File: config.mk
export PLATFORM = sky130hd
export DESIGN_NAME = cordic_pipe_param_flat
export DESIGN_NICKNAME = d
export VERILOG_FILES = /design/src/rtl/cordic_pipe_param_if.sv /design/src/rtl/cordic_pipe_param.sv /design/src/flat_wrapper.sv
export SDC_FILE = /design/constraint.sdc
export NUM_CORES = 2
export LEC_CHECK = 0
export ABC_CLOCK_PERIOD_IN_PS = 9950
export CORE_MARGIN = 8
export CORE_UTILIZATION = 60
export DETAILED_ROUTE_END_ITERATION = 6
export HOLD_SLACK_MARGIN = 0.1
export PLACE_DENSITY = 0.77
export SLEW_MARGIN = 20
export SYNTH_ARGS = -nofsm -noshare
export SYNTH_HDL_FRONTEND = slang
export SYNTH_SLANG_ARGS = --single-unit
File: constraint.sdc
create_clock -name clk -period 9.95 [get_ports clk]
set_clock_uncertainty 0.2 [all_clocks]
set_input_delay 2.985 -clock clk [delete_from_list [all_inputs] [get_ports clk]]
set_output_delay 2.985 -clock clk [all_outputs]
set_load 0.03 [all_outputs]
File: src/rtl/cordic_pipe_param_if.sv
// Sample-in / result-out bundle for the CORDIC pipeline.
// The slave modport is the engine side and the master modport is the source/sink side.
interface cordic_pipe_param_if #(
  parameter int unsigned W     = 16,
  parameter int unsigned TAG_W = 4
);
  logic                 in_valid;
  logic                 in_ready;
  logic                 in_mode;
  logic signed [W-1:0]  in_x;
  logic signed [W-1:0]  in_y;
  logic signed [W-1:0]  in_z;
  logic [TAG_W-1:0]     in_tag;

  logic                 out_valid;
  logic                 out_ready;
  logic signed [W+1:0]  out_x;
  logic signed [W+1:0]  out_y;
  logic signed [W-1:0]  out_z;
  logic                 out_mode;
  logic [TAG_W-1:0]     out_tag;

  modport slave (
    input  in_valid, in_mode, in_x, in_y, in_z, in_tag, out_ready,
    output in_ready, out_valid, out_x, out_y, out_z, out_mode, out_tag
  );

  modport master (
    output in_valid, in_mode, in_x, in_y, in_z, in_tag, out_ready,
    input  in_ready, out_valid, out_x, out_y, out_z, out_mode, out_tag
  );
endinterface

File: src/rtl/cordic_pipe_param.sv
// Fully pipelined CORDIC. Each sample selects rotation or vectoring mode.
// A pi pre-rotation stage extends the range to the full circle. Every stage stalls together under backpressure.
module cordic_pipe_param #(
  parameter int unsigned W      = 16,
  parameter int unsigned STAGES = 16,
  parameter int unsigned TAG_W  = 4
) (
  input  logic                 clk,
  input  logic                 rst,
  cordic_pipe_param_if.slave   io
);

  localparam int unsigned XW    = W + 2;
  localparam real         PI    = 3.14159265358979323846;
  localparam logic [W-1:0] ZFLIP = {1'b1, {(W-1){1'b0}}};

  // atan(2^-k) in BAM units, rounded; power series is exact enough for t <= 0.5
  function automatic logic signed [W-1:0] atan_bam(input int k);
    real t;
    real p;
    real s;
    t = 1.0;
    p = 0.0;
    s = 0.0;
    if (k == 0) begin
      s = PI / 4.0;
    end else begin
      for (int i = 0; i < k; i++) t = t / 2.0;
      p = t;
      for (int n = 0; n < 64; n++) begin
        if ((n % 2) == 0) s = s + p / real'(2 * n + 1);
        else              s = s - p / real'(2 * n + 1);
        p = p * t * t;
      end
    end
    return W'($rtoi(s / PI * (2.0 ** (W - 1)) + 0.5));
  endfunction

  logic en_c;

  logic                 v0_q, v0_d, m0_q, m0_d;
  logic [TAG_W-1:0]     t0_q, t0_d;
  logic signed [XW-1:0] x0_q, x0_d, y0_q, y0_d;
  logic signed [W-1:0]  z0_q, z0_d;

  // Pre-rotation by pi so the micro-rotations only need to cover +-pi/2
  always_comb begin
    logic signed [XW-1:0] xe;
    logic signed [XW-1:0] ye;
    logic                 flip;
    xe   = XW'(io.in_x);
    ye   = XW'(io.in_y);
    flip = io.in_mode ? io.in_x[W-1] : (io.in_z[W-1] ^ io.in_z[W-2]);
    v0_d = io.in_valid;
    m0_d = io.in_mode;
    t0_d = io.in_tag;
    x0_d = flip ? -xe : xe;
    y0_d = flip ? -ye : ye;
    z0_d = flip ? (io.in_z ^ ZFLIP) : io.in_z;
  end

  always_ff @(posedge clk) begin
    if (rst) begin
      v0_q <= 1'b0;
      m0_q <= 1'b0;
      t0_q <= '0;
      x0_q <= '0;
      y0_q <= '0;
      z0_q <= '0;
    end else if (en_c) begin
      v0_q <= v0_d;
      m0_q <= m0_d;
      t0_q <= t0_d;
      x0_q <= x0_d;
      y0_q <= y0_d;
      z0_q <= z0_d;
    end
  end

  for (genvar k = 0; k < STAGES; k++) begin : g_stg
    localparam logic signed [W-1:0] ANG = atan_bam(k);

    logic                 vp, mp;
    logic [TAG_W-1:0]     tp;
    logic signed [XW-1:0] xp, yp;
    logic signed [W-1:0]  zp;

    logic                 v_q, v_d, m_q, m_d;
    logic [TAG_W-1:0]     t_q, t_d;
    logic signed [XW-1:0] x_q, x_d, y_q, y_d;
    logic signed [W-1:0]  z_q, z_d;

    if (k == 0) begin : g_src
      assign vp = v0_q;
      assign mp = m0_q;
      assign tp = t0_q;
      assign xp = x0_q;
      assign yp = y0_q;
      assign zp = z0_q;
    end else begin : g_src
      assign vp = g_stg[k-1].v_q;
      assign mp = g_stg[k-1].m_q;
      assign tp = g_stg[k-1].t_q;
      assign xp = g_stg[k-1].x_q;
      assign yp = g_stg[k-1].y_q;
      assign zp = g_stg[k-1].z_q;
    end

    // Rotation steers z to zero; vectoring steers y to zero
    always_comb begin
      logic dir;
      dir = mp ? ~yp[XW-1] : zp[W-1];
      v_d = vp;
      m_d = mp;
      t_d = tp;
      if (!dir) begin
        x_d = xp - (yp >>> k);
        y_d = yp + (xp >>> k);
        z_d = zp - ANG;
      end else begin
        x_d = xp + (yp >>> k);
        y_d = yp - (xp >>> k);
        z_d = zp + ANG;
      end
    end

    always_ff @(posedge clk) begin
      if (rst) begin
        v_q <= 1'b0;
        m_q <= 1'b0;
        t_q <= '0;
        x_q <= '0;
        y_q <= '0;
        z_q <= '0;
      end else if (en_c) begin
        v_q <= v_d;
        m_q <= m_d;
        t_q <= t_d;
        x_q <= x_d;
        y_q <= y_d;
        z_q <= z_d;
      end
    end
  end

  assign en_c        = !g_stg[STAGES-1].v_q || io.out_ready;
  assign io.in_ready = en_c;

  assign io.out_valid = g_stg[STAGES-1].v_q;
  assign io.out_mode  = g_stg[STAGES-1].m_q;
  assign io.out_tag   = g_stg[STAGES-1].t_q;
  assign io.out_x     = g_stg[STAGES-1].x_q;
  assign io.out_y     = g_stg[STAGES-1].y_q;
  assign io.out_z     = g_stg[STAGES-1].z_q;

endmodule

File: src/flat_wrapper.sv
// flat-port wrapper written by rule: the top's interface ports become plain ports
module cordic_pipe_param_flat 
#(
  parameter int unsigned W      = 16,
  parameter int unsigned STAGES = 16,
  parameter int unsigned TAG_W  = 4
)
  (clk, rst, io_in_valid, io_in_mode, io_in_x, io_in_y, io_in_z, io_in_tag, io_out_ready, io_in_ready, io_out_valid, io_out_x, io_out_y, io_out_z, io_out_mode, io_out_tag);
  cordic_pipe_param_if #(.W(W), .TAG_W(TAG_W)) io_i ();
  input  logic clk;
  input  logic rst;
  input wire logic [$bits(io_i.in_valid)-1:0] io_in_valid;
  input wire logic [$bits(io_i.in_mode)-1:0] io_in_mode;
  input wire logic [$bits(io_i.in_x)-1:0] io_in_x;
  input wire logic [$bits(io_i.in_y)-1:0] io_in_y;
  input wire logic [$bits(io_i.in_z)-1:0] io_in_z;
  input wire logic [$bits(io_i.in_tag)-1:0] io_in_tag;
  input wire logic [$bits(io_i.out_ready)-1:0] io_out_ready;
  output wire logic [$bits(io_i.in_ready)-1:0] io_in_ready;
  output wire logic [$bits(io_i.out_valid)-1:0] io_out_valid;
  output wire logic [$bits(io_i.out_x)-1:0] io_out_x;
  output wire logic [$bits(io_i.out_y)-1:0] io_out_y;
  output wire logic [$bits(io_i.out_z)-1:0] io_out_z;
  output wire logic [$bits(io_i.out_mode)-1:0] io_out_mode;
  output wire logic [$bits(io_i.out_tag)-1:0] io_out_tag;
  assign io_i.in_valid = io_in_valid;
  assign io_i.in_mode = io_in_mode;
  assign io_i.in_x = io_in_x;
  assign io_i.in_y = io_in_y;
  assign io_i.in_z = io_in_z;
  assign io_i.in_tag = io_in_tag;
  assign io_i.out_ready = io_out_ready;
  assign io_in_ready = io_i.in_ready;
  assign io_out_valid = io_i.out_valid;
  assign io_out_x = io_i.out_x;
  assign io_out_y = io_i.out_y;
  assign io_out_z = io_i.out_z;
  assign io_out_mode = io_i.out_mode;
  assign io_out_tag = io_i.out_tag;
  cordic_pipe_param #(.W(W), .STAGES(STAGES), .TAG_W(TAG_W)) u_core (.clk(clk), .rst(rst), .io(io_i));
endmodule
==> impl_metrics.yaml <==
outcome:
  run_status: "finished, final reports clean"
yosys:
  yosysMostFrequentCell: "nand2_1"
  post_synth_inst_count: 9578
  yosys_register_bits: 985
  synthDominantCellAreaShare_pct: 26.9
  synth_area_leaders: "dfxtp_1 27%, ha_1 14%, nand2_1 8.1%"
  avg_cell_area_syn_um2: 7.66
  asyncSetResetFlopFracSynth_pct: 0
  synthDistinctLibCells: 93
  synth_top_area_cell: "dfxtp_1"
  synth_seq_area_share_pct: 26.9
  synth_top_flop_cell: "dfxtp_1"
  syn_area_um2: 73400
  synth_warnings: 0
  synth_enable_flop_cells: 0
  synth_common_cells: "1592 x nand2_1, 1155 x a21oi_1, 985 x dfxtp_1"
  synth_fp_nets: 10504
clock_tree:
  tritoncts: "yes"
  h_tree_level_count: 3
  buffer_levels_on_the_longest_clock_path: 3
  clock_sinks: 985
  cts-resized-gates: 0
  clk-insertion-delay-late_ns: 0.74
  cts_post_setup_buffers_inserted: 0
  postCtsHoldBufs: 0
  clk_transition_reported_paths_ns: 0.06
  clock-root-buffer: "clkbuf_16"
  cts_made_buffers: 108
floorplan:
  starting_density_of_the_core_pct: 60.4
  die_width_um: 366
  io-pin-count: 116
  fp.dieH_um: 366
  dieArea_um2: 134000
  core_um2: 122000
  floorplan.rows: 128
routing:
  detail_route.first_pass.iterations: 6
  antenna_left: 0
  drt_iter0_drc: 5257
  detail_route.wl_per_cell_um: 18.1
  drc_errors: 0
  drt-vias-per-instance: 6.07
  via_count: 67903
  wirelength_um: 203000
setup_path:
  timing.critical_path.to_type: "output pin"
  cp_launch_type: "input port"
  critical_path_peak_fanout: 68
  setup.worst_path.class: "input port to output pin"
  worstPathArrival_ns: 4.79
  worst_ep_required_time_ns: 6.77
global_route:
  gr-total-overflow: 0
  grt_antenna_before_repair: 7
  via_count_of_the_first_global_routing_pass: 64322
  grt_util_all_layers_pct: 28.8
  grt_pass1_wl_um: 329000
  grt_max_degree: 198
finish:
  layout.nets: 10398
  areaGrowthSynthToFinish_pct: 8.25
  fill_cells: 10518
  finish.instance_area_um2: 79500
  post_route_cells_drive_above_1_share_pct: 3.54
sta:
  finalWorstPathRequiredPeriod_ns: 7.97
  grt_setup_unrepaired: "no"
  setup_viol_count_final: 0
  setup-tns-final_ns: 0
  slew_violations: 0
  timing_hold_violations_final: 0
  timing_worst_slew_pin_value_ns: 1.13
  worst_setup_margin_ns: 1.98
  achievable-frequency_mhz: 125
  timing.final.crit_share_pct: 80.1
  maxSlewHeadroom_pct: 22.9
placement:
  place_ws_ns: 1.93
  finalWeightedCongestion: 0.937
  postPlaceCellArea_um2: 75700
  placement.io_buffers: 115
  post-dp-hpwl_um: 149000
flow_run:
  max-cap-violations: 0
min_path:
  timing.hold.worst.class: "flop to flop"
final cells by class:
type | count | area, um2 | share of cell area [%]
tap | 1625 | 2030 | 2.56
clock inverter | 52 | 682 | 0.858
multi-input combinational | 7858 | 51000 | 64.2
antenna | 4 | 10.0 | 0.0126
timing repair buffer | 168 | 1630 | 2.05
inverter | 351 | 1330 | 1.67
clock buffer | 144 | 3060 | 3.85
sequential | 985 | 19700 | 24.8
logic make-up after synthesis:
group / synth area share, %
AND/OR/NAND/NOR: 19.5
XOR/XNOR: 10.3
buffers and inverters: 3.77
flip-flops: 26.9
adder cells (fa/ha/maj): 15.3
multiplexers: 0.834
AO/OA/AOI/OAI: 23.5
stage by stage:
stage	util [%]	hold WS (ns)	std cells
2_1_floorplan	-	0.225	9578
6_report	65.4	0.247	11187
3_5_place_dp	62.3	0.242	10987
3_3_place_gp	62.3	0.237	10987
5_1_grt	65.4	0.264	11183
4_1_cts	65.4	0.249	11183
path summary, 6_finish.rpt:
check | slack (ns) | cells after the start | end | from
worst max-delay path | 1.98 | 4 | io_in_ready | io_out_ready
worst min-delay path | 0.25 | 2 | u_core.g_stg[11].v_q | u_core.g_stg[10].v_q
worst max register to register | 4.73 | 14 | u_core.g_stg[8].x_q[17] | u_core.g_stg[7].m_q
worst min register to register | 0.25 | 2 | u_core.g_stg[11].v_q | u_core.g_stg[10].v_q
flip-flops by register name (all words and copies together) (netlist names), 2 cells and up:
name,flops
u_core.g_stg.v_q,14
u_core.io.out_tag,4
u_core.g_stg.z_q,224
u_core.io.out_x,18
u_core.g_stg.zp,32
u_core.io.out_z,16
u_core.g_stg.m_d,2
u_core.g_stg.yp,36
u_core.g_stg.m_q,14
u_core.g_stg.y_q,252
u_core.g_stg.v_d,2
u_core.g_stg.xp,36
u_core.g_stg.t_q,56
u_core.io.out_y,18
u_core.g_stg.t_d,8
u_core.g_stg.x_q,251
layer usage:
layer  vias up  GRT usage [%]  part of all wire, %
met3       377           4.06                  5.9
li1      33662              -                    -
met2      1767           48.1                   46
met5         -              0               0.0094
met1     32093           38.3                   45
met4         4           9.56                  3.4
layout by cell type, fill, tap and decap left out, types with 85 or more instances in the layout:
cell / count
a211oi_1: 211
nor2_1: 718
clkbuf_16: 108
inv_1: 342
nand2b_1: 96
o21ai_0: 536
a21o_1: 209
a21oi_1: 1155
clkdlybuf4s50_1: 114
xor2_1: 302
nand3_1: 148
nand2_1: 1592
nor3_1: 277
ha_1: 821
or3_1: 118
dfxtp_1: 985
xnor2_1: 559
o31ai_1: 85
critical path: stages:
cell and delay (ns):
clkdlybuf4s50_1 0.50, nor2b_4 0.07, inv_8 0.33, clkdlybuf4s50_1 0.83
Power is not shown: default switching activity piles up to over one toggle a cycle in this logic, so the estimate is an artifact.
